**src/rtl/mem_bus_arbiter_if.sv**
```systemverilog
// Request/grant/valid bundle shared by the prefetch port, the data port and the arbiter.
// The arbiter uses the slave view. The requesters and the memory use the master view.
interface mem_bus_arbiter_if;
  logic        if_req;
  logic [15:0] if_addr;
  logic        if_gnt;
  logic        if_valid;
  logic        d_req;
  logic        d_we;
  logic [15:0] d_addr;
  logic [7:0]  d_wdata;
  logic        d_lock;
  logic        d_gnt;
  logic        d_valid;
  logic        flush;
  logic        mem_en;
  logic        mem_we;
  logic [15:0] mem_addr;
  logic [7:0]  mem_wdata;
  logic [7:0]  mem_rdata;

  // mem_rdata runs straight from memory to the requesters; the arbiter only qualifies it.
  modport slave (
    input  if_req, if_addr, d_req, d_we, d_addr, d_wdata, d_lock, flush,
    output if_gnt, if_valid, d_gnt, d_valid, mem_en, mem_we, mem_addr, mem_wdata
  );

  modport master (
    output if_req, if_addr, d_req, d_we, d_addr, d_wdata, d_lock, flush, mem_rdata,
    input  if_gnt, if_valid, d_gnt, d_valid, mem_en, mem_we, mem_addr, mem_wdata
  );
endinterface

```
**src/rtl/mem_bus_arbiter.sv**
```systemverilog
// Single-port memory arbiter: data has priority over prefetch, RMW bus lock, prefetch flush.
// Define ARB_STARVE_GUARD_EN to give prefetch one grant after three back-to-back data grants.
module mem_bus_arbiter (
  input  logic             clk,
  input  logic             rst,
  mem_bus_arbiter_if.slave bus
);
  typedef enum logic [1:0] {OWN_NONE, OWN_IFETCH, OWN_DREAD, OWN_DWRITE} owner_e;
  typedef enum logic {UNLOCKED, LOCKED} lock_e;

  owner_e r_owner, w_owner_nxt;
  lock_e  r_lock,  w_lock_nxt;
  logic   w_if_gnt, w_d_gnt, w_force_if;

`ifdef ARB_STARVE_GUARD_EN
  logic [1:0] r_starve_cnt, w_starve_cnt_nxt;

  assign w_force_if = (r_starve_cnt == 2'd3) && (r_lock == UNLOCKED) &&
                      bus.d_req && bus.if_req && !bus.flush;

  always_comb begin
    w_starve_cnt_nxt = r_starve_cnt;
    if (!bus.if_req || w_if_gnt)
      w_starve_cnt_nxt = 2'd0;
    else if (w_d_gnt && (r_starve_cnt != 2'd3))
      w_starve_cnt_nxt = r_starve_cnt + 2'd1;
  end

  always_ff @(posedge clk) begin
    if (rst) r_starve_cnt <= 2'd0;
    else     r_starve_cnt <= w_starve_cnt_nxt;
  end
`else
  assign w_force_if = 1'b0;
`endif

  always_comb begin
    // NOTE: every signal written here gets a default first, so no path can infer a latch.
    w_d_gnt     = 1'b0;
    w_if_gnt    = 1'b0;
    w_owner_nxt = OWN_NONE;
    w_lock_nxt  = r_lock;

    if (!rst) begin
      w_d_gnt  = bus.d_req && !w_force_if;
      w_if_gnt = bus.if_req && !bus.flush && (r_lock == UNLOCKED) && !w_d_gnt;
    end

    if (w_d_gnt)
      w_owner_nxt = bus.d_we ? OWN_DWRITE : OWN_DREAD;
    else if (w_if_gnt)
      w_owner_nxt = OWN_IFETCH;

    if (r_lock == UNLOCKED) begin
      if (w_d_gnt && bus.d_lock) w_lock_nxt = LOCKED;
    end else begin
      if (!bus.d_lock) w_lock_nxt = UNLOCKED;
    end
  end

  always_comb begin
    bus.if_gnt    = w_if_gnt;
    bus.d_gnt     = w_d_gnt;
    bus.mem_en    = w_if_gnt | w_d_gnt;
    bus.mem_we    = w_d_gnt & bus.d_we;
    bus.mem_addr  = 16'h0000;
    bus.mem_wdata = 8'h00;
    if (w_d_gnt) begin
      bus.mem_addr  = bus.d_addr;
      bus.mem_wdata = bus.d_wdata;
    end else if (w_if_gnt) begin
      bus.mem_addr  = bus.if_addr;
    end
    // A flush in the return cycle discards the prefetch byte. Data returns are never dropped.
    bus.if_valid = !rst && (r_owner == OWN_IFETCH) && !bus.flush;
    bus.d_valid  = !rst && (r_owner == OWN_DREAD);
  end

  always_ff @(posedge clk) begin
    // NOTE: non-blocking assignments, so every register samples the values from before the edge.
    if (rst) begin
      r_owner <= OWN_NONE;
      r_lock  <= UNLOCKED;
    end else begin
      r_owner <= w_owner_nxt;
      r_lock  <= w_lock_nxt;
    end
  end
endmodule

```
**src/flat_wrapper.sv**
```systemverilog
// flat-port wrapper written by rule: the top's interface ports become plain ports
module mem_bus_arbiter_flat 
  (clk, rst, bus_if_req, bus_if_addr, bus_d_req, bus_d_we, bus_d_addr, bus_d_wdata, bus_d_lock, bus_flush, bus_if_gnt, bus_if_valid, bus_d_gnt, bus_d_valid, bus_mem_en, bus_mem_we, bus_mem_addr, bus_mem_wdata);
  mem_bus_arbiter_if bus_i ();
  input  logic clk;
  input  logic rst;
  input wire logic [$bits(bus_i.if_req)-1:0] bus_if_req;
  input wire logic [$bits(bus_i.if_addr)-1:0] bus_if_addr;
  input wire logic [$bits(bus_i.d_req)-1:0] bus_d_req;
  input wire logic [$bits(bus_i.d_we)-1:0] bus_d_we;
  input wire logic [$bits(bus_i.d_addr)-1:0] bus_d_addr;
  input wire logic [$bits(bus_i.d_wdata)-1:0] bus_d_wdata;
  input wire logic [$bits(bus_i.d_lock)-1:0] bus_d_lock;
  input wire logic [$bits(bus_i.flush)-1:0] bus_flush;
  output wire logic [$bits(bus_i.if_gnt)-1:0] bus_if_gnt;
  output wire logic [$bits(bus_i.if_valid)-1:0] bus_if_valid;
  output wire logic [$bits(bus_i.d_gnt)-1:0] bus_d_gnt;
  output wire logic [$bits(bus_i.d_valid)-1:0] bus_d_valid;
  output wire logic [$bits(bus_i.mem_en)-1:0] bus_mem_en;
  output wire logic [$bits(bus_i.mem_we)-1:0] bus_mem_we;
  output wire logic [$bits(bus_i.mem_addr)-1:0] bus_mem_addr;
  output wire logic [$bits(bus_i.mem_wdata)-1:0] bus_mem_wdata;
  assign bus_i.if_req = bus_if_req;
  assign bus_i.if_addr = bus_if_addr;
  assign bus_i.d_req = bus_d_req;
  assign bus_i.d_we = bus_d_we;
  assign bus_i.d_addr = bus_d_addr;
  assign bus_i.d_wdata = bus_d_wdata;
  assign bus_i.d_lock = bus_d_lock;
  assign bus_i.flush = bus_flush;
  assign bus_if_gnt = bus_i.if_gnt;
  assign bus_if_valid = bus_i.if_valid;
  assign bus_d_gnt = bus_i.d_gnt;
  assign bus_d_valid = bus_i.d_valid;
  assign bus_mem_en = bus_i.mem_en;
  assign bus_mem_we = bus_i.mem_we;
  assign bus_mem_addr = bus_i.mem_addr;
  assign bus_mem_wdata = bus_i.mem_wdata;
  mem_bus_arbiter u_core (.clk(clk), .rst(rst), .bus(bus_i));
endmodule
```
**config.mk**
```make
export PLATFORM = sky130hd
export DESIGN_NAME = mem_bus_arbiter_flat
export DESIGN_NICKNAME = d
export VERILOG_FILES = /design/src/rtl/mem_bus_arbiter_if.sv /design/src/rtl/mem_bus_arbiter.sv /design/src/flat_wrapper.sv
export SDC_FILE = /design/constraint.sdc
export NUM_CORES = 1
export LEC_CHECK = 0
export ABC_CLOCK_PERIOD_IN_PS = 1700
export BUFFER_PORTS_ARGS = -buffer_cell sky130_fd_sc_hd__buf_2
export CELL_PAD_IN_SITES_DETAIL_PLACEMENT = 1
export CELL_PAD_IN_SITES_GLOBAL_PLACEMENT = 1
export CORE_MARGIN = 2
export CORE_UTILIZATION = 14
export DETAILED_ROUTE_END_ITERATION = 8
export PLACE_DENSITY = 0.84
export SLEW_MARGIN = 20
export SYNTH_ARGS = -nofsm -noshare
export SYNTH_HDL_FRONTEND = slang
export SYNTH_SLANG_ARGS = --single-unit
```
**constraint.sdc**
```tcl
create_clock -name clk -period 1.7 [get_ports clk]
set_input_delay 0.17 -clock clk [delete_from_list [all_inputs] [get_ports clk]]
set_output_delay 0.17 -clock clk [all_outputs]
set_load 0.01 [all_outputs]
```
==> flow_metrics.env <==
export IMPL_status="completed"
export IMPL_drt_pass1_iterations=4
export IMPL_cts_sinks=3
export IMPL_hpwl_um=1860
export IMPL_die_h_um=57.1
export IMPL_core_um2=2710
export IMPL_cts_tree="yes"
export IMPL_drc=0
export IMPL_syn_num_nets=91
export IMPL_use_met3_pct=2.27
export IMPL_numCtsBuffers=3
export IMPL_rsz0062_at_grt="false"
export IMPL_ioPinCount=77
export IMPL_vias=694
export IMPL_vdd_drop_max_mv=0.237
export IMPL_maxCapViolations=0
export IMPL_slowest_delay_ns=0.33
export IMPL_htree_num_levels=1
export IMPL_cts_resized=0
export IMPL_synth_top_area_share_pct=40.6
export IMPL_clock_path_buffers=2
export IMPL_crit_slowest_cell="dfxtp_1"
export IMPL_antenna_cells=0
export IMPL_clk_pin_slew_ns=0.04
export IMPL_finalSetupViolCount=0
export IMPL_die_w_um=57.1
export IMPL_start_util_pct=14.5
export IMPL_dieArea_um2=3260
export IMPL_holdCritPathClass="input pin to register"
export IMPL_layout_commonest_cell="buf_2"
export IMPL_viasPerCell=4.60
export IMPL_final_cell_mix="76 x buf_2, 16 x a32o_1, 10 x and2_1"
export IMPL_synth_area_per_cell_um2=8.96
export IMPL_hold_viol_final=0
export IMPL_clk_latency_ns=0.23
export IMPL_register_area_um2=60.1
export IMPL_synthDistinctLibCells=14
export IMPL_routed_wl_um=2260
export IMPL_synth_area_leaders="a32o_1 41%, and2_1 16%, dfxtp_1 15%"
export IMPL_whs_ns=0.170
export IMPL_yosys_warnings=0
export IMPL_start_kind="register"
export IMPL_wl_per_cell_um=15.0
export IMPL_gr_total_overflow=0
export IMPL_relSlewSlack_pct=76.7
export IMPL_cp_max_fo=19
export IMPL_yosys_area_top_type="a32o_1"
export IMPL_grt_busiest_layer="met2"
export IMPL_critical_path_arrival_ns=1.44
export IMPL_final_max_slew_viol_count=0
export IMPL_seq_area_frac_synth_pct=15.2
export IMPL_area_growth_pct=109
export IMPL_postCtsHoldBufs=0
export IMPL_fin_util_pct=30.4
export IMPL_port_buffers=76
export IMPL_worstMarginPinSlew_ns=0.350
export IMPL_cts_root_buffer="clkbuf_4"
export IMPL_path_cells="nor4_4, buf_4, a32o_1, buf_2"
export IMPL_grt_use_met1_pct=16.4
export IMPL_multiInputGateArea_um2=303
export IMPL_drive_above_1_share_pct=69.2
export IMPL_finalPower_uw=368
export IMPL_antenna_found_initial=0
export IMPL_clock_skew_ns=0.00300
export IMPL_cp_num_buf_inv=2
export IMPL_fin_setup_tns_ns=0
export IMPL_drt_iter0_drc=9
export IMPL_rows=19
export IMPL_fmax_ghz=0.621
export IMPL_grt_pass1_wl_um=3640
export IMPL_fin_nets=168
export IMPL_postSynthCellCount=44
export IMPL_gp_congestion=0.782
export IMPL_nFillCells=376
export IMPL_fin_crit_ns=1.61
export IMPL_worstSetupPathType="register to primary output"
export IMPL_leakagePower_uw=0.000474
export IMPL_use_met2_pct=27.3
export IMPL_power_density_nw_per_um2=447
export IMPL_grt_max_degree=29
export IMPL_ys_ff_latch=3
export IMPL_worstSetupEndpointType="primary output"
export IMPL_grt_pass1_vias=768
export IMPL_final_antenna_net_count=0
export IMPL_grt_use_total_pct=14.4
export IMPL_critical_path_required_ns=1.53
export IMPL_timing_final_crit_share_pct=94.7
export IMPL_cts_setup_buffers=0
export IMPL_cp_top_family="buffers and inverters"
export IMPL_synth_area_um2=394
through the flow:
stage | worst slack, ns | instance area (µm²) | cells
2_1_floorplan | 0.346 | 394 | 44
3_3_place_gp | 0.388 | 797 | 147
3_5_place_dp | 0.335 | 797 | 147
4_1_cts | 0.0781 | 823 | 151
5_1_grt | 0.00665 | 823 | 151
6_report | 0.0909 | 823 | 151
layout make-up:
class                           count  share of cell area, %
Sequential cell                     3                   7.29
Timing Repair Buffer               78                   48.0
Multi-Input combinational cell     35                   36.8
Tap cell                           31                   4.71
Clock buffer                        4                   3.19
final timing paths:
check / depth (start not counted) / to / slack [ns] / startpoint
worst max-delay path: 4 / bus_mem_addr[1] / 0.09 / u_core.r_lock
worst min-delay path: 2 / u_core.r_owner[0] / 0.17 / bus_d_we
worst max register to register: 3 / u_core.r_owner[0] / 0.60 / u_core.r_lock
worst min register to register: 2 / u_core.r_lock / 0.54 / u_core.r_lock
Yosys cell counts (all sizes together):
cell type   n
nor3b       2
nor2        1
nor2b       2
a21o        1
nor4        1
and2       10
nor4b       1
a22o        1
dfxtp       3
a32o       16
clkbuf      1
buf         5
cells by family (layout without fill, tap and decap cells):
logic type             count (synthesis)  in the layout  synth area share, %
AOI/OAI and AO/OA                     18             18                 44.8
and+or+nand+nor                       17             17                 31.4
buffers and inverters                  6             82                 8.57
DFF                                    3              3                 15.2
power by group:
| group | switching, µW | internal (µW) |
|---|---|---|
| Sequential | 2.41 | 74.7 |
| Combinational | 81.2 | 86.5 |
| Clock | 35.3 | 87.9 |
| Total | 119 | 249 |
registers in the layout, summed over array words and instances (netlist names):
name and count:
u_core.r_lock 1, u_core.r_owner 2
routing by layer:
| metal | wire, µm | vias to the layer above |
|---|---|---|
| met5 | 0 | - |
| met4 | 0 | 0 |
| met3 | 242 | 0 |
| met2 | 1200 | 47 |
| met1 | 827 | 312 |
| li1 | - | 335 |
Note: power is estimated with default switching activity, not from simulation.
